## config.mk

```make
export PLATFORM = sky130hd
export DESIGN_NAME = lname_mbus_member_ctrl
export DESIGN_NICKNAME = d
export VERILOG_FILES = /design/src/rtl/lname_mbus_member_ctrl.sv
export SDC_FILE = /design/constraint.sdc
export NUM_CORES = 1
export LEC_CHECK = 0
export ABC_AREA = 1
export ABC_CLOCK_PERIOD_IN_PS = 2100
export CAP_MARGIN = 10
export CORE_MARGIN = 4
export CORE_UTILIZATION = 56
export DETAILED_ROUTE_END_ITERATION = 8
export PLACE_DENSITY = 0.82
export SYNTH_ARGS = -nofsm -noshare
export SYNTH_HDL_FRONTEND = slang
export SYNTH_SLANG_ARGS = --single-unit
export TNS_END_PERCENT = 1
```

## constraint.sdc

```tcl
create_clock -name CLK -period 2.1 [get_ports CLK]
set_input_delay 0.525 -clock CLK [delete_from_list [all_inputs] [get_ports CLK]]
set_output_delay 0.525 -clock CLK [all_outputs]
set_load 0.02 [all_outputs]
```

## src/rtl/lname_mbus_member_ctrl.sv

```systemverilog
// Always-on MBus member controller: power-gate sequencing of the bus controller,
// CIN/DIN bypass while isolated, and member-initiated interrupt on DOUT.
module lname_mbus_member_ctrl #(
  parameter int PG_DLY      = 2,
  parameter int INT_TIMEOUT = 255
) (
  input  logic CLK,
  input  logic RESET,
  input  logic CIN,
  input  logic DIN,
  input  logic COUT_FROM_BUS,
  input  logic DOUT_FROM_BUS,
  output logic COUT,
  output logic DOUT,
  input  logic SLEEP_REQ,
  input  logic INT_REQ,
  output logic MBC_SLEEP,
  output logic MBC_RESET,
  output logic MBC_ISOLATE,
  output logic BUS_ACTIVE,
  output logic INT_ACK,
  output logic INT_ERR
);

  localparam int STG_W = $clog2(PG_DLY + 1);
  localparam int INT_W = $clog2(INT_TIMEOUT + 1);

  localparam logic [STG_W-1:0] STG_ZERO = STG_W'(0);
  localparam logic [STG_W-1:0] STG_ONE  = STG_W'(1);
  localparam logic [STG_W-1:0] STG_LAST = STG_W'(PG_DLY - 1);
  localparam logic [STG_W-1:0] STG_MAX  = STG_W'(PG_DLY);

  localparam logic [INT_W-1:0] INT_ZERO = INT_W'(0);
  localparam logic [INT_W-1:0] INT_ONE  = INT_W'(1);
  localparam logic [INT_W-1:0] INT_LAST = INT_W'(INT_TIMEOUT - 1);

  localparam logic [2:0] ST_SLEEP   = 3'd0;
  localparam logic [2:0] ST_PWR_UP  = 3'd1;
  localparam logic [2:0] ST_RST_REL = 3'd2;
  localparam logic [2:0] ST_ISO_REL = 3'd3;
  localparam logic [2:0] ST_ACTIVE  = 3'd4;
  localparam logic [2:0] ST_ISO_SET = 3'd5;
  localparam logic [2:0] ST_RST_SET = 3'd6;

  logic             cin_meta_r;
  logic             din_meta_r;
  logic             cin_sync_r;
  logic             din_sync_r;
  logic [2:0]       state_r;
  logic [2:0]       state_nxt_s;
  logic [STG_W-1:0] stage_cnt_r;
  logic             stage_done_s;
  logic             sleep_nxt_s;
  logic             reset_nxt_s;
  logic             iso_nxt_s;
  logic             active_nxt_s;
  logic             int_drive_r;
  logic             int_drive_nxt_s;
  logic [INT_W-1:0] int_cnt_r;
  logic [INT_W-1:0] int_cnt_nxt_s;
  logic             int_ack_nxt_s;
  logic             int_err_nxt_s;
  logic             int_idle_s;

  // two-flop synchronisers on the raw wires; an idle bus sits high
  always_ff @(posedge CLK) begin
    if (RESET) begin
      cin_meta_r <= 1'b1;
      din_meta_r <= 1'b1;
      cin_sync_r <= 1'b1;
      din_sync_r <= 1'b1;
    end else begin
      cin_meta_r <= CIN;
      din_meta_r <= DIN;
      cin_sync_r <= cin_meta_r;
      din_sync_r <= din_meta_r;
    end
  end

  // power sequencing next state; timed stages leave after PG_DLY cycles
  always_comb begin
    state_nxt_s  = state_r;
    stage_done_s = (stage_cnt_r == STG_LAST);
    case (state_r)
      ST_SLEEP: begin
        if (!din_sync_r || INT_REQ) state_nxt_s = ST_PWR_UP;
        else                        state_nxt_s = ST_SLEEP;
      end
      ST_PWR_UP: begin
        if (stage_done_s) state_nxt_s = ST_RST_REL;
        else              state_nxt_s = ST_PWR_UP;
      end
      ST_RST_REL: begin
        if (stage_done_s) state_nxt_s = ST_ISO_REL;
        else              state_nxt_s = ST_RST_REL;
      end
      ST_ISO_REL: state_nxt_s = ST_ACTIVE;
      ST_ACTIVE: begin
        if (SLEEP_REQ) state_nxt_s = ST_ISO_SET;
        else           state_nxt_s = ST_ACTIVE;
      end
      ST_ISO_SET: begin
        if (stage_done_s) state_nxt_s = ST_RST_SET;
        else              state_nxt_s = ST_ISO_SET;
      end
      ST_RST_SET: begin
        if (stage_done_s) state_nxt_s = ST_SLEEP;
        else              state_nxt_s = ST_RST_SET;
      end
      default: state_nxt_s = ST_SLEEP;
    endcase
  end

  // gating controls decoded from the state being entered, so they register with it
  always_comb begin
    sleep_nxt_s  = (state_nxt_s == ST_SLEEP);
    reset_nxt_s  = (state_nxt_s == ST_SLEEP) || (state_nxt_s == ST_PWR_UP) ||
                   (state_nxt_s == ST_RST_SET);
    iso_nxt_s    = !((state_nxt_s == ST_ISO_REL) || (state_nxt_s == ST_ACTIVE));
    active_nxt_s = (state_nxt_s == ST_ACTIVE);
  end

  // state, saturating stage counter and registered gating outputs
  always_ff @(posedge CLK) begin
    if (RESET) begin
      state_r     <= ST_SLEEP;
      stage_cnt_r <= STG_ZERO;
      MBC_SLEEP   <= 1'b1;
      MBC_RESET   <= 1'b1;
      MBC_ISOLATE <= 1'b1;
      BUS_ACTIVE  <= 1'b0;
    end else begin
      state_r <= state_nxt_s;
      if (state_nxt_s != state_r)  stage_cnt_r <= STG_ZERO;
      else if (stage_cnt_r != STG_MAX) stage_cnt_r <= stage_cnt_r + STG_ONE;
      else                         stage_cnt_r <= stage_cnt_r;
      MBC_SLEEP   <= sleep_nxt_s;
      MBC_RESET   <= reset_nxt_s;
      MBC_ISOLATE <= iso_nxt_s;
      BUS_ACTIVE  <= active_nxt_s;
    end
  end

  // a fresh request needs an idle bus and a cycle of quiet after the last outcome
  assign int_idle_s = cin_sync_r && din_sync_r && !INT_ACK && !INT_ERR;

  // interrupt drive: master clocking (CIN low) wins over the timeout
  always_comb begin
    int_drive_nxt_s = int_drive_r;
    int_cnt_nxt_s   = int_cnt_r;
    int_ack_nxt_s   = 1'b0;
    int_err_nxt_s   = 1'b0;
    if (int_drive_r) begin
      if (!cin_sync_r) begin
        int_drive_nxt_s = 1'b0;
        int_cnt_nxt_s   = INT_ZERO;
        int_ack_nxt_s   = 1'b1;
      end else if (int_cnt_r == INT_LAST) begin
        int_drive_nxt_s = 1'b0;
        int_cnt_nxt_s   = INT_ZERO;
        int_err_nxt_s   = 1'b1;
      end else begin
        int_cnt_nxt_s   = int_cnt_r + INT_ONE;
      end
    end else if (INT_REQ && int_idle_s) begin
      int_drive_nxt_s = 1'b1;
      int_cnt_nxt_s   = INT_ZERO;
    end else begin
      int_drive_nxt_s = 1'b0;
      int_cnt_nxt_s   = INT_ZERO;
    end
  end

  // interrupt registers and one-cycle outcome pulses
  always_ff @(posedge CLK) begin
    if (RESET) begin
      int_drive_r <= 1'b0;
      int_cnt_r   <= INT_ZERO;
      INT_ACK     <= 1'b0;
      INT_ERR     <= 1'b0;
    end else begin
      int_drive_r <= int_drive_nxt_s;
      int_cnt_r   <= int_cnt_nxt_s;
      INT_ACK     <= int_ack_nxt_s;
      INT_ERR     <= int_err_nxt_s;
    end
  end

  // bypass ring while isolated or in reset; RESET releases DOUT without waiting for an edge
  assign COUT = (RESET || MBC_ISOLATE) ? CIN : COUT_FROM_BUS;
  assign DOUT = RESET       ? DIN  :
                int_drive_r ? 1'b0 :
                MBC_ISOLATE ? DIN  : DOUT_FROM_BUS;

endmodule

```

Word level (Yosys, flattened, before mapping) --
Cells that the tools add are included.
Operators by class: $add $sub $neg 2, equal/unequal tests 14, mux-type cells 17, bitwise gates (word level) 2, reduce and logical (&&, ||, !) cells 19
Operator list (number):
- 3-bit case mux with 7 select lines | 1
- 3-bit equality test, second input constant | 5
- 1-bit two-way mux | 13
- 3-bit by 2-bit equality test with 1-bit output, second input constant | 3
- 8-bit by 1-bit adder with 8-bit output, second input constant | 1
- 8-bit equality test, second input constant | 1
- 3-bit by 1-bit equality test with 1-bit output, second input constant | 2
- 3-bit logical NOT | 2
- 1-bit logical OR | 5
- 1-bit logical AND | 4
- 1-bit logical NOT | 4
- 2-bit two-way mux | 2
- 2-bit OR reduction | 2
- 4-bit OR reduction | 1
- 3-bit two-way mux | 1
- 3-bit != test | 1
- 3-bit OR reduction | 1
- 2-bit by 1-bit adder with 2-bit output, second input constant | 1
- 2-bit by 1-bit equality test with 1-bit output, second input constant | 1
- 2-bit != test, second input constant | 1
- 1-bit inverter | 2
Storage, ports and cells: register bits 24, bits of input ports 8, output and inout bits 8, word-level logic and storage cells 68

Logic depth before layout (Yosys ltp) --
Gate-level depths: netlist of run 1.
word-level depth 7, depth in mapped cells 10, depth with buffers taken out 10

Worst setup path before layout of run 1 --
No wires, ideal clock.
kind input -> output, from input RESET, to output COUT, arrival 1.243 ns, data required time 1.575 ns, slack 0.332 ns, stages 3, buffers on the path 1, cells stage by stage buf_2 nor2_1 o21ai_0
On the way: word-level cells in the longest chain between the ends 2
RTL lines:
- start, declared | line 8 | input logic RESET,
- 1-bit logical OR | line 190 | assign COUT = (RESET || MBC_ISOLATE) ? CIN : COUT_FROM_BUS;
- 1-bit two-way mux | line 190
- end, declared | line 13 | output logic COUT,
No other way between the ends.

Worst setup path in the final report of run 1 --
from input CIN, to output COUT
On the way: word-level cells in the longest chain between the ends 1
RTL lines:
- start, declared | line 9 | input logic CIN,
- 1-bit two-way mux | line 190
No other way between the ends.

==> results of run 1 <==
==> state kept, by name (all words and copies together) (netlist names) <==
register / count
din_meta_r: 1
BUS_ACTIVE: 1
INT_ACK: 1
MBC_SLEEP: 1
MBC_ISOLATE: 1
MBC_RESET: 1
cin_sync_r: 1
cin_meta_r: 1
stage_cnt_r: 2
state_r: 3
int_cnt_r: 8
int_drive_r: 1
INT_ERR: 1
din_sync_r: 1
==> cell usage in the layout, fill, tap and decap left out, types with 2 or more instances in the layout <==
master,instances
nand2_2,2
inv_2,4
clkdlybuf4s50_1,12
nor2_1,16
nor3_1,2
inv_1,16
nand2_1,28
nor2_2,3
xor2_1,3
nor3_2,2
ha_1,4
o21ai_0,4
buf_4,4
dfxtp_1,24
nand4_1,2
clkbuf_4,3
nand3_1,12
a21oi_1,8
or2_2,7
==> synthesized netlist by cell type, types with 2 or more instances <==
cell type,count,area [µm²]
a21oi_1,8,40.0
dfxtp_1,24,480
ha_1,4,50.1
inv_1,16,60.1
inv_2,4,15.0
nand2_1,28,105
nand2_2,2,12.5
nand3_1,12,60.1
nand4_1,2,12.5
nor2_1,17,63.8
nor2_2,2,12.5
nor3_1,2,10.0
nor3_2,2,20.0
o21ai_0,4,20.0
or2_2,7,43.8
xor2_1,3,26.3
==> path summary, 6_finish.rpt <==
check / start / endpoint / slack [ns] / cells after the start
max: CIN / COUT / 0.08 / 4
min: cin_sync_r / INT_ACK / 0.43 / 1
max reg2reg: stage_cnt_r[0] / MBC_ISOLATE / 0.51 / 8
min reg2reg: cin_sync_r / INT_ACK / 0.43 / 1
==> layer usage <==
| layer | up-vias | wire length [µm] | share of wire [%] |
|---|---|---|---|
| li1 | 488 | - | - |
| met3 | 4 | 91 | 4.7 |
| met1 | 421 | 818 | 42 |
| met5 | - | 0 | 0 |
| met2 | 24 | 997 | 52 |
| met4 | 0 | 25 | 1.3 |
==> cell families (layout without fill, tap and decap cells) <==
family	after synthesis	after routing	synth area share, %
and+or+nand+nor	76	76	33.8
DFF	24	24	44.3
buffers and inverters	22	43	8.07
AOI/OAI and AO/OA	14	14	6.81
adders and majority gates	4	4	4.61
xor gates and xnor gates	3	3	2.42
==> layout make-up <==
class | count | area, µm²
multi-input combinational | 97 | 519
tap | 25 | 31.3
timing repair buffer | 19 | 180
clock buffer | 4 | 36.3
fill | 142 | 460
sequential | 24 | 480
inverter | 20 | 75.1
==> power breakdown <==
part	switching (mW)	total, mW	leakage, nW	internal [mW]
clock	0.132	0.238	0.0210	0.106
sequential	0.0636	0.586	0.196	0.522
combinational	0.286	0.476	0.367	0.190
total	0.482	1.30	0.585	0.818
==> repair_timing <==
action	CTS	global route
resized for setup	7	0
setup endpoints to repair	2	0
hold endpoints to repair	0	0
==> through the flow <==
stage          instances  setup TNS (ns)
2_1_floorplan        143               0
3_3_place_gp         185          -0.716
5_1_grt              189               0
4_1_cts              189               0
3_5_place_dp         185          -0.790
6_report             189               0
==> reports/qor.yml, run 1 <==
rows: 15
period_share_pct: 96.3
grt_use_met2_pct: 27.8
yosysSeqAreaShare_pct: 44.3
die_area_um2: 2710
fin_area_um2: 1320
port_buffers: 15
ys_ff_latch: 24
first_pass_iters: 4
outcome: "complete, no violations"
vias: 937
yosysWarnings: 0
detail_route.wl_per_cell_um: 10.2
grt_pass1_vias: 829
crit_chain: "clkdlybuf4s50_1, inv_1, o21ai_0, clkdlybuf4s15_1"
routed_wl_mm: 1.93
hold_violations: 0
ant_nets: 0
gp_congestion: 0.782
p_per_area_nw_per_um2: 983
clock.fmax_mhz: 495
ctsHoldBuffers: 0
max_slew_margin_pct: 77.9
drc: 0
synth_nets: 155
syn_area_um2: 1080
min_path_type: "flip-flop to flip-flop"
cts_tree: "done"
utilization_pct: 74.2
slowest_delay_ns: 0.45
die_h_um: 52.0
netlist_instances: 143
avgSynthCellArea_um2: 7.59
slew_violations: 0
grt_usage_pct: 16.5
yosysUniqueCellTypes: 22
dpl_cell_area_um2: 1280
rsz0062_at_grt: "false"
period_minus_slack_ns: 2.02
dp_slack_ns: -0.414
die_w_um: 52.0
grt.busiest_layer: "met2"
core_area_um2: 1780
cts.path.max_buffers: 2
synthArstFlopShare_pct: 0
worstMarginPinSlew_ns: 0.332
max-cap-violations: 0
initial_core_util_pct: 60.8
worstSetupEndpointType: "output port"
yosys_most_used_dff: "dfxtp_1"
clk_latency_ns: 0.31
cp.required_ns: 1.57
crit_type: "input pin to output port"
whs_ns: 0.427
crit_path_start_kind: "input pin"
crit_family: "buffers and inverters"
drive_gt1_share_pct: 18.3
synth_edf_count: 0
worst_slack_ns: 0.0783
cts_made_buffers: 3
met1_usage_pct: 20.5
ir_drop_v: 0.000868
cts_max_level: 1
p_total_mw: 1.30
io_pins: 16
cp_max_fo: 2
clk_pin_slew_ns: 0.12
clock-sinks: 24
antenna_found_initial: 0
p_leak_nw: 0.585
setup_viol: 0
dp_hpwl_mm: 1.48
worstPathArrival_ns: 1.50
skew_ns: 0.00314
nets: 177
root_buffer: "clkbuf_4"
grt_use_met3_pct: 2.87
drt_iter0_drc: 24
cpMaxStageDelayCell: "clkdlybuf4s50_1"
grt-ovfl-total: 0
post_drt_via_cell_ratio: 4.96
grt_pass1_wl_mm: 3.33
grt_max_degree: 14
post_cts_buffers: 0
synthToLayoutAreaGrowth_pct: 21.9
antenna_cells: 0
critPathBufInv: 3
Note: power is estimated with default switching activity, not from simulation.
==> run 2: changes to the inputs <==
--- a/config.mk
+++ b/config.mk
@@ -10,6 +10,7 @@
 export CAP_MARGIN = 10
 export CORE_MARGIN = 4
 export CORE_UTILIZATION = 56
+export CTS_BUF_LIST = sky130_fd_sc_hd__clkbuf_16
 export DETAILED_ROUTE_END_ITERATION = 8
 export PLACE_DENSITY = 0.82
 export SYNTH_ARGS = -nofsm -noshare
==> run 2 against run 1 <==
Via count is 1.3% lower. Clock power up 66%. Critical path depth did not move. Critical path type unchanged.
==> reports/qor.yml, run 2 (synthesized netlist as in run 1, its figures left out) <==
outcome: "complete, no violations"
period_share_pct: 96.3
critPathCapture: "COUT"
drive_gt1_share_pct: 17.7
regMostFlops: "int_cnt_r"
p_int_uw: 966
pwr-share-seq_pct: 40.3
initial_core_util_pct: 60.8
core_area_um2: 1780
port_buffers: 15
max-cap-violations: 0
drc: 0
cp.required_ns: 1.57
skew_ns: 0.00126
largest_reg_flops: 8
cts.path.max_buffers: 2
clock-sinks: 24
gp_congestion: 0.782
antenna_cells: 0
worstSetupEndpointType: "output port"
combPwrFrac_pct: 32.5
ctsHoldBuffers: 0
grt_usage_pct: 16.1
setup_viol: 0
post_cts_buffers: 0
antenna_found_initial: 0
clockPowerShare_pct: 27.2
routed_wl_mm: 1.90
p_leak_nw: 0.602
post_drt_via_cell_ratio: 4.89
ant_nets: 0
rsz0062_at_grt: "false"
hold_violations: 0
worstMarginPinSlew_ns: 0.325
rrSetupSlack_ns: 0.52
regToRegStartpoint: "stage_cnt_r[0]"
detail_route.wl_per_cell_um: 10.0
root_buffer: "clkbuf_16"
r2r_cells: 8
worstPathArrival_ns: 1.50
switchingPower_uw: 488
final_cell_mix: "nand2_1, dfxtp_1, inv_1, nor2_1"
drt_iter0_drc: 19
tns_ns: 0
die_area_um2: 2710
cts_made_buffers: 3
switching_share_pct: 33.6
reg2reg_to: "MBC_ISOLATE"
cp_max_fo: 2
cts_max_level: 1
grt-ovfl-total: 0
io_pins: 16
crit_path_start_kind: "input pin"
ir_drop_v: 0.000737
fin_area_um2: 1370
nets: 177
slew_violations: 0
clock.fmax_mhz: 495
ctsResizeCount: 7
period_minus_slack_ns: 2.02
clk_pin_slew_ns: 0.06
min_path_type: "flip-flop to flip-flop"
synthToLayoutAreaGrowth_pct: 25.8
dpl_cell_area_um2: 1280
grt_pass1_vias: 803
worst_slack_ns: 0.0784
p_total_mw: 1.45
dp_slack_ns: -0.414
grt_max_degree: 14
crit_type: "input pin to output port"
grt_pass1_wl_mm: 3.22
max_slew_margin_pct: 78.3
largest_registers: "int_cnt_r x8, state_r x3, stage_cnt_r x2"
die_w_um: 52.0
cts_tree: "done"
dp_hpwl_mm: 1.48
fin_cells: 189
p_per_area_nw_per_um2: 1070
clk_latency_ns: 0.25
final_common_cell: "nand2_1"
die_h_um: 52.0
vias: 925
startpoint: "CIN"
first_pass_iters: 5
dpl.cell_count: 185
rows: 15
-- run 2: worst min path at each step --
stage / start / endpoint / slack (ns) / cells past startpoint
5_1_grt: cin_meta_r / cin_sync_r / 0.43 / 1
6_report: cin_sync_r / INT_ACK / 0.42 / 1
4_1_cts: cin_sync_r / INT_ACK / 0.42 / 1
3_3_place_gp: cin_meta_r / cin_sync_r / 0.39 / 1
3_5_place_dp: cin_meta_r / cin_sync_r / 0.41 / 1
2_1_floorplan: cin_meta_r / cin_sync_r / 0.39 / 1
-- run 2: worst max-delay path, cell delays in order --
cell and delay (ns):
clkdlybuf4s50_1 0.45, inv_1 0.04, o21ai_0 0.15, clkdlybuf4s15_1 0.32
-- run 2: per-stage QoR --
| step | utilization (%) | hold WS, ns |
|---|---|---|
| finish | 76.6 | 0.416 |
| global route | 76.6 | 0.430 |
| CTS | 76.6 | 0.419 |
| detailed placement | 72.0 | 0.406 |
| global placement | 72.0 | 0.392 |
| floorplan | - | 0.389 |
-- run 2: per-layer routing --
layer	wire length (µm)	GRT usage [%]	vias to the layer above	share of wire, %
li1	-	-	489	-
met1	845	19.6	417	44
met2	970	27.0	17	51
met3	69	3.72	2	3.6
met4	13	6.55	0	0.68
met5	0	0	-	0
-- run 2: power by group through the flow --
stage / Sequential [mW] / Clock [mW] / Combinational, mW
6_report: 0.586 / 0.396 / 0.473
5_1_grt: 0.596 / 0.424 / 0.531
2_1_floorplan: 0.600 / 0 / 0.335
3_5_place_dp: 0.594 / 0 / 0.473
3_3_place_gp: 0.591 / 0 / 0.462
4_1_cts: 0.586 / 0.405 / 0.472
-- run 2: layout make-up --
| class | count | area [µm²] |
|---|---|---|
| clock inverters | 1 | 3.75 |
| well taps | 25 | 31.3 |
| clock buffers | 3 | 75.1 |
| repair buffers | 19 | 180 |
| flip-flops and latches | 24 | 480 |
| inverters | 20 | 75.1 |
| multi-input cells | 97 | 519 |
| fillers | 132 | 418 |
==> run 3: changes to the inputs <==
--- a/config.mk
+++ b/config.mk
@@ -8,11 +8,13 @@
 export ABC_AREA = 1
 export ABC_CLOCK_PERIOD_IN_PS = 2100
 export CAP_MARGIN = 10
+export CELL_PAD_IN_SITES_DETAIL_PLACEMENT = 1
+export CELL_PAD_IN_SITES_GLOBAL_PLACEMENT = 1
 export CORE_MARGIN = 4
-export CORE_UTILIZATION = 56
+export CORE_UTILIZATION = 41
 export CTS_BUF_LIST = sky130_fd_sc_hd__clkbuf_16
 export DETAILED_ROUTE_END_ITERATION = 8
-export PLACE_DENSITY = 0.82
+export PLACE_DENSITY_LB_ADDON = 0.1
 export SYNTH_ARGS = -nofsm -noshare
 export SYNTH_HDL_FRONTEND = slang
 export SYNTH_SLANG_ARGS = --single-unit
==> run 3 against run 2 <==
Routed wire length grew 27%. Power grew 3.0%. Largest power group unchanged. First-iteration DRC count shrank 11%. Register-to-register slack lost 0.02 ns. Sequential power is essentially flat. Fmax grew 0.50%. Critical path depth is the same.
==> reports/qor.yml, run 3 (synthesized netlist as in run 1, its figures left out) <==
cp_max_fo: 2
ctsHoldBuffers: 0
rsz0062_at_grt: "false"
setup_viol: 0
dp_slack_ns: -0.428
first_pass_iters: 4
clk_pin_slew_ns: 0.06
gp_congestion: 0.860
fin_cells: 195
worst_slack_ns: 0.0884
final_common_cell: "nand2_1"
grt_pass1_vias: 997
drc: 0
grt-ovfl-total: 0
grt_pass1_wl_mm: 4.31
drt_iter0_drc: 17
crit_chain: "clkdlybuf4s50_1, inv_1, o21ai_0, clkdlybuf4s15_2"
rrSetupSlack_ns: 0.50
dpl_cell_area_um2: 1300
nets: 178
slowest_delay_ns: 0.46
vias: 952
core_area_um2: 2500
post_cts_buffers: 0
combPwrFrac_pct: 32.7
io_pins: 16
post_drt_via_cell_ratio: 4.88
cts.path.max_buffers: 2
critPathBufInv: 3
hold_depth: 1
slew_violations: 0
synthToLayoutAreaGrowth_pct: 27.0
skew_ns: 0.00152
hold_violations: 0
detail_route.wl_per_cell_um: 12.3
regToRegStartpoint: "stage_cnt_r[0]"
worstSetupEndpointType: "output port"
min_path_type: "flip-flop to flip-flop"
max_slew_margin_pct: 77.6
max-cap-violations: 0
ant_nets: 0
dpl.cell_count: 191
p_leak_nw: 0.608
regMostFlops: "int_cnt_r"
final_cell_mix: "nand2_1, dfxtp_1, nor2_1, inv_1"
die_area_um2: 3530
clk_latency_ns: 0.26
grt_usage_pct: 16.3
p_per_area_nw_per_um2: 1090
grt_max_degree: 14
min_to: "INT_ACK"
port_buffers: 15
switchingPower_uw: 529
antenna_found_initial: 0
ir_drop_v: 0.000764
pwr-share-seq_pct: 39.3
period_share_pct: 95.8
cpMaxStageDelayCell: "clkdlybuf4s50_1"
antenna_cells: 0
crit_path_start_kind: "input pin"
period_minus_slack_ns: 2.01
initial_core_util_pct: 43.4
drive_gt1_share_pct: 18.2
p_int_uw: 969
die_h_um: 59.4
reg2reg_to: "MBC_ISOLATE"
r2r_cells: 8
crit_family: "buffers and inverters"
crit_type: "input pin to output port"
rows: 18
clock-sinks: 24
cts_max_level: 1
cts_tree: "done"
worstPathArrival_ns: 1.49
clock.fmax_mhz: 497
ctsResizeCount: 8
die_w_um: 59.4
largest_registers: "int_cnt_r x8, state_r x3, stage_cnt_r x2"
worstMarginPinSlew_ns: 0.335
fin_area_um2: 1380
p_total_mw: 1.50
cp.required_ns: 1.57
clockPowerShare_pct: 28.0
cts_made_buffers: 3
outcome: "complete, no violations"
root_buffer: "clkbuf_16"
hp-start: "cin_sync_r"
switching_share_pct: 35.3
utilization_pct: 55.1
largest_reg_flops: 8
dp_hpwl_mm: 1.83
routed_wl_mm: 2.40
run 3: cell types whose count changed in the layout (fill, tap and decap cells not counted):
cell / delta
clkdlybuf4s15_1: -1
clkdlybuf4s15_2: +1
buf_4: +1
nor2_1: +1
nor2_2: -1
run 3: layout make-up:
class,count,area [µm²]
fillers,315,1120
clock buffers,3,75.1
repair buffers,20,189
well taps,30,37.5
clock inverters,1,3.75
flip-flops and latches,24,480
inverters,20,75.1
multi-input cells,97,517
run 3: worst reg2reg max path: cells and delay by family, from the launching register on:
family	cells	cell delay (ns)
simple gates	5	0.40
buf+inv	1	0.12
flops	1	0.38
compound gates	1	0.27
fa+ha+maj	1	0.31
run 3: layer usage:
metal	part of all wire, %	vias to the layer above	GRT usage [%]
met3	2.8	5	2.61
met4	2.3	0	8.74
li1	-	491	-
met2	50	14	27.8
met5	0	-	0
met1	45	442	19.5
run 3: power by group through the flow:
stage	sequential (mW)	combinational, mW	clock, mW
global placement	0.593	0.473	0
finish	0.589	0.490	0.419
CTS	0.590	0.497	0.433
floorplan	0.600	0.335	0
detailed placement	0.595	0.492	0
global route	0.602	0.553	0.456
run 3: worst max-delay path by stage:
| stage | from | to | cells after the start |
|---|---|---|---|
| detailed placement | RESET | COUT | 4 |
| CTS | CIN | COUT | 4 |
| global placement | RESET | DOUT | 5 |
| finish | CIN | COUT | 4 |
| global route | CIN | COUT | 4 |
| floorplan | RESET | COUT | 3 |
run 3: per-stage QoR:
stage	hold WS (ns)	setup TNS, ns
2_1_floorplan	0.389	0
3_3_place_gp	0.391	-0.731
3_5_place_dp	0.398	-0.846
4_1_cts	0.407	0
5_1_grt	0.431	0
6_report	0.406	0
==> RTL edit 1, RTL diff (flow settings as in run 1) <==
Reset style: asynchronous (`RESET`), changed in 3 clocked blocks.
--- a/src/rtl/lname_mbus_member_ctrl.sv
+++ b/src/rtl/lname_mbus_member_ctrl.sv
@@ -64,5 +64,5 @@
 
   // two-flop synchronisers on the raw wires; an idle bus sits high
-  always_ff @(posedge CLK) begin
+  always_ff @(posedge CLK or posedge RESET) begin
     if (RESET) begin
       cin_meta_r <= 1'b1;
@@ -122,5 +122,5 @@
 
   // state, saturating stage counter and registered gating outputs
-  always_ff @(posedge CLK) begin
+  always_ff @(posedge CLK or posedge RESET) begin
     if (RESET) begin
       state_r     <= ST_SLEEP;
@@ -173,5 +173,5 @@
 
   // interrupt registers and one-cycle outcome pulses
-  always_ff @(posedge CLK) begin
+  always_ff @(posedge CLK or posedge RESET) begin
     if (RESET) begin
       int_drive_r <= 1'b0;
Function: differs if RESET is asserted again (counterexample within 4 cycles, from zero or initial values and one cycle with RESET high); with RESET held inactive, the same outputs for 10 cycles.
==> RTL edit 1 against run 1 <==
Sequential share of layout area up 7.2 points. Via count down 6.4%. Maximum frequency down 1.4%. Sequential power up 11%. Critical path type unchanged. Sequential cell count unchanged. Synthesized area up 5.0%. Setup slack worse by 29 ps. Wire length up 8.9%. Critical path depth unchanged. Design area up 5.9%. Count of clock-buffer cells in the layout down 1. Power up 28%.
==> RTL edit 1: results (changes against run 1) <==
The run finished with clean final reports. The routability congestion estimate from global placement came out at 0.901 (+15%). The worst IR drop on VDD came out at 0.996 mV (+15%). The reported leakage power is 0.662 nW (+13%). The via count of the routed design is 877 (-6.4%).

The post-CTS setup-driven buffer insertion count came to 0 (unchanged). The worst hold path begins at din_meta_r. The arrival time of data at the critical path endpoint came out at 1530 ps (+30 ps). By count the netlist is led by 22 x sky130_fd_sc_hd__nor2_1, 19 x sky130_fd_sc_hd__nand2_1, 17 x sky130_fd_sc_hd__dfrtp_1, 14 x sky130_fd_sc_hd__inv_1, 10 x sky130_fd_sc_hd__nand3_1. The post-synthesis sequential area ratio is 53.5% (+9.2 points). The overall global routing resource usage is 17.6% (+1.1 points). In this run the critical register-to-register path is launched from stage_cnt_r[1]. The power spent charging and discharging nets is 0.633 mW (+31%).

The number of nets at the end of the flow came out at 159 (-10%). The number of nets produced by synthesis came out at 136 (-12%). The number of synthesized flops with an enable pin is 0 (unchanged). The routed wire length per instance came out at 12.2 µm (+19%).

The clock tree buffer depth was 2 (unchanged). The placed wire-length estimate after detailed placement is 1.70 mm (+15%). The library cell used as clock root buffer is sky130_fd_sc_hd__clkbuf_4. On the critical path, the stage with the largest delay is an instance of sky130_fd_sc_hd__clkdlybuf4s50_1. In this design, the largest share of critical-path delay is due to buffers and inverters. The clock transition at the registers of the reported paths is 130 ps. The post-synthesis async set-or-reset flop share came out at 100% (+100 points). The number of buffers added by the clock tree synthesis step is 3 (unchanged). The share of layout cells above drive strength 1 was 20.5% (+2.3 points). The largest net degree at the start of global routing came out at 25 (+11). The worst max-slew margin expressed relative to the limit came to 81.3% (+3.4 points). Tracing the worst setup path back leads to its startpoint at DIN. By area the synthesized netlist is led by sky130_fd_sc_hd__dfrtp_1 37%, sky130_fd_sc_hd__dfstp_2 16%, sky130_fd_sc_hd__nor2_1 7.3%. The global-route wire length before repair was 3.61 mm (+8.3%). The maximum net fanout on the critical path came to 2 (unchanged).

The number of diodes added for antenna fixing is 0 (unchanged). In the final layout, the registers with the most flip-flops are int_cnt_r: 8 flops, state_r: 3 flops, stage_cnt_r: 2 flops. The unique cell type count in the Yosys netlist is 23 (+4.5%). In the synthesized netlist the dominant register cell turns out to be sky130_fd_sc_hd__dfrtp_1.

The biggest cell delay along the critical path came to 500 ps (+50 ps). The number of global-route vias before repair came out at 893 (+7.7%). The number of port buffers is 15 (unchanged). The type of the worst min-delay path is flip-flop to flip-flop. The post-placement setup slack came out at -452 ps (-38.0 ps). The number of violations reported at the end of detailed-routing iteration 0 was 22 (-8.3%). The first-pass iteration count of the detailed router is 4 (unchanged).

The largest clock skew in the final design is 6.76 ps (+3.61 ps).
## RTL edit 1: metal layers
metal / share of wire (%) / vias up / global-route usage [%]
li1: - / 438 / -
met1: 41 / 435 / 19.1
met2: 57 / 2 / 34.5
met3: 1.3 / 2 / 2.54
met4: 0.57 / 0 / 5.11
met5: 0 / - / 0
## RTL edit 1: worst paths after layout
| check | slack (ps) | depth (start not counted) | to |
|---|---|---|---|
| max | 50 | 4 | DOUT |
| min | 370 | 0 | din_sync_r |
| max reg2reg | 650 | 10 | stage_cnt_r[0] |
| min reg2reg | 370 | 0 | din_sync_r |
| max in group asynchronous | 1360 | 3 | MBC_SLEEP |
| min in group asynchronous | 450 | 3 | state_r[1] |
## RTL edit 1: metrics by stage
step	area, µm²	std cells	power [mW]
after floorplan	1140	124	1.15
after global placement	1350	169	1.31
after detailed placement	1350	169	1.36
after CTS	1400	173	1.68
after global routing	1400	173	1.79
final	1400	173	1.66
## RTL edit 1: area by class of cell
type / count / area [µm²]
Multi-Input combinational cell: 82 / 464
Sequential cell: 24 / 609
Clock buffer: 3 / 22.5
Clock inverter: 1 / 30.0
Inverter: 18 / 67.6
Fill cell: 166 / 542
Tap cell: 27 / 33.8
Timing Repair Buffer: 18 / 173
## RTL edit 1: power by group through the flow
stage	sequential, mW	clock [mW]	combinational, mW
after CTS	0.648	0.332	0.701
final	0.648	0.321	0.696
after detailed placement	0.657	0	0.701
after floorplan	0.681	0	0.473
after global routing	0.663	0.349	0.779
after global placement	0.650	0	0.662
## RTL edit 1: worst register-to-register path: stages (launching register included)
cell and delay [ps]:
sky130_fd_sc_hd__dfrtp_1 420, sky130_fd_sc_hd__inv_1 70, sky130_fd_sc_hd__ha_1 240, sky130_fd_sc_hd__inv_1 100, sky130_fd_sc_hd__nand3_1 90, sky130_fd_sc_hd__nand2_1 70, sky130_fd_sc_hd__inv_2 90, sky130_fd_sc_hd__nand2_4 60
sky130_fd_sc_hd__nand2_1 50, sky130_fd_sc_hd__nand3_1 90, sky130_fd_sc_hd__nor2_1 100
## RTL edit 1: cells by family after synthesis
logic type,count (synthesis),share of synthesized area [%]
AND/OR/NAND/NOR,64,26.3
flip-flops,24,53.5
buffers and inverters,18,5.93
AO/OA/AOI/OAI,9,5.82
XOR/XNOR,4,3.08
adder cells (fa/ha/maj),4,4.40
multiplexers,1,0.989
## RTL edit 1: timing repair
action,CTS,global route
endpoints found under the setup margin,2,1
pin swaps,0,0
gates resized for setup,6,1
hold buffers,0,0
hold endpoints to repair,0,0
==> RTL edit 2, RTL diff (config.mk and constraints of run 1) <==
Without the edit above. Change the parameter `PG_DLY` from 2 to 4.
--- a/src/rtl/lname_mbus_member_ctrl.sv
+++ b/src/rtl/lname_mbus_member_ctrl.sv
@@ -2,5 +2,5 @@
 // CIN/DIN bypass while isolated, and member-initiated interrupt on DOUT.
 module lname_mbus_member_ctrl #(
-  parameter int PG_DLY      = 2,
+  parameter int PG_DLY      = 4,
   parameter int INT_TIMEOUT = 255
 ) (
Behaviour: not the same (a bounded check fails within 4 cycles, from zero or initial values and one cycle with RESET high).
==> RTL edit 2 against run 1 <==
Via count rose by 7.7%. Critical path depth did not move. Register-to-register slack improved by 140 ps. Sequential cell count rose by 1. Design area rose by 8.4%. Wire length rose by 14%. Setup slack got worse by 4.8 ps. Synthesized area rose by 11%. Cell count rose by 9.0%. Global-route usage rose by 1.5 points. Core utilization fell by 2.6 points.
Power is not compared: it rests on default switching activity, and its combinational part moved more than twofold at a synthesized area within 25%.
==> RTL edit 2: results (changes against run 1) <==
In this run the clock root is driven by a sky130_fd_sc_hd__clkbuf_4. The number of buffers added by the clock tree synthesis step is 3 (unchanged). The post-synthesis async set-or-reset flop share came to 0% (unchanged). The placed wire-length estimate after detailed placement came to 1.72 mm (+16%). The arrival time of data at the critical path endpoint came out at 1500 ps (about the same). The number of standard cells after synthesis came out at 158 (+10%). The share of layout cells above drive strength 1 came out at 19.0% (+0.70 points). The clock transition at the registers of the reported paths is 140 ps (+20 ps). The via count of the routed design is 1009 (+7.7%). The largest net degree at the start of global routing is 16 (+2). The number of violations reported at the end of detailed-routing iteration 0 came to 21 (-13%). The worst max-slew margin expressed relative to the limit is 74.4% (-3.5 points). The critical path starts at CIN.

The commonest cells after synthesis are 25 x sky130_fd_sc_hd__dfxtp_1, 24 x sky130_fd_sc_hd__nand2_1, 22 x sky130_fd_sc_hd__inv_1, 20 x sky130_fd_sc_hd__nor2_1, 13 x sky130_fd_sc_hd__nand3_1. The hold-critical path endpoint is cin_sync_r. The clock latency on the worst-skew pair came out at 310 ps (about the same). Summed over all nets, the switching power comes to 0.224 mW. The flow ran to the end, and the final reports show no timing, DRC or antenna violations. The number of nets at the end of the flow came out at 194 (+9.6%). The endpoint identified for the worst register-to-register timing path is MBC_SLEEP.

The startpoint identified for the worst hold timing path is cin_meta_r. The overall global routing resource usage is 18.0% (+1.5 points). The number of global-route vias before repair was 985 (+19%). The routability congestion estimate from global placement is 0.823 (+5.3%).

The post-synthesis sequential area ratio came out at 41.6% (-2.7 points). The unique cell type count in the Yosys netlist came out at 26 (+18%). The routed wire length per instance came out at 10.7 µm (+4.3%). The worst reg-to-reg setup slack is 650 ps (+140 ps). The largest registers in the layout are int_cnt_r: 8 flops, stage_cnt_r: 3 flops, state_r: 3 flops.

The number of stages on the worst hold path is 1 (unchanged). The cell count after placement is 202 (+9.2%). The number of nets produced by synthesis is 172 (+11%). The logic depth of the worst register-to-register path is 10 (+2). The summed area of non-filler cells in the final layout came to 0.00143 mm² (+8.4%). The global-route wire length before repair is 3.96 mm (+19%). Sorting the synthesized cells by area gives the leading types as sky130_fd_sc_hd__dfxtp_1 42%, sky130_fd_sc_hd__nand2_1 7.5%, sky130_fd_sc_hd__inv_1 6.9%. The post-placement setup slack came out at -393 ps (+20.4 ps). The post-detailed-route via-to-cell ratio is 4.90 (-1.2%). The worst-case hold slack is 434 ps (+7.15 ps). The largest clock skew in the final design came out at 5.80 ps (+2.65 ps).
## RTL edit 2: worst max path at each step
stage / depth (start not counted) / slack (ps) / endpoint
after floorplan: 3 / 330 / COUT
after global placement: 6 / -350 / DOUT
after detailed placement: 5 / -390 / COUT
after CTS: 4 / 100 / COUT
after global routing: 4 / 80 / COUT
final: 4 / 70 / COUT
## RTL edit 2: what timing repair did
item / in CTS / in global routing
resized for setup: 9 / 0
buffers inserted: 0 / 0
endpoints found under the setup margin: 2 / 0
## RTL edit 2: logic make-up (layout without fill, tap and decap cells)
family          count (synthesis)  after routing  synth area share (%)
fa+ha+maj                       6              6                  6.24
simple gates                   83             83                  35.0
compound gates                 11             11                  4.89
xor+xnor                        3              3                  2.19
buf+inv                        30             51                  10.1
flops                          25             25                  41.6
## RTL edit 2: worst max-delay path, stage by stage
cell and delay [ps]:
sky130_fd_sc_hd__clkdlybuf4s50_1 450, sky130_fd_sc_hd__inv_1 50, sky130_fd_sc_hd__o21ai_0 190, sky130_fd_sc_hd__clkdlybuf4s15_2 290
## RTL edit 2: power groups by stage
stage / Clock (mW) / Sequential (mW) / Combinational (mW)
2_1_floorplan: 0 / 0.516 / 0.0848
3_3_place_gp: 0 / 0.514 / 0.128
3_5_place_dp: 0 / 0.516 / 0.133
4_1_cts: 0.221 / 0.505 / 0.132
5_1_grt: 0.240 / 0.508 / 0.151
6_report: 0.210 / 0.505 / 0.131
## RTL edit 2: metal layers
metal,routed length (µm),vias to the layer above,GRT usage (%)
li1,-,536,-
met1,1050,451,23.4
met2,1040,20,31.1
met3,93,2,3.27
met4,20,0,3.73
met5,0,-,0
## RTL edit 2: area by class of cell
type,count,area [µm²]
clock buffers,3,22.5
clock inverters,1,7.51
fillers,168,568
inverters,28,105
multi-input cells,103,583
flip-flops and latches,25,500
well taps,27,33.8
repair buffers,19,181
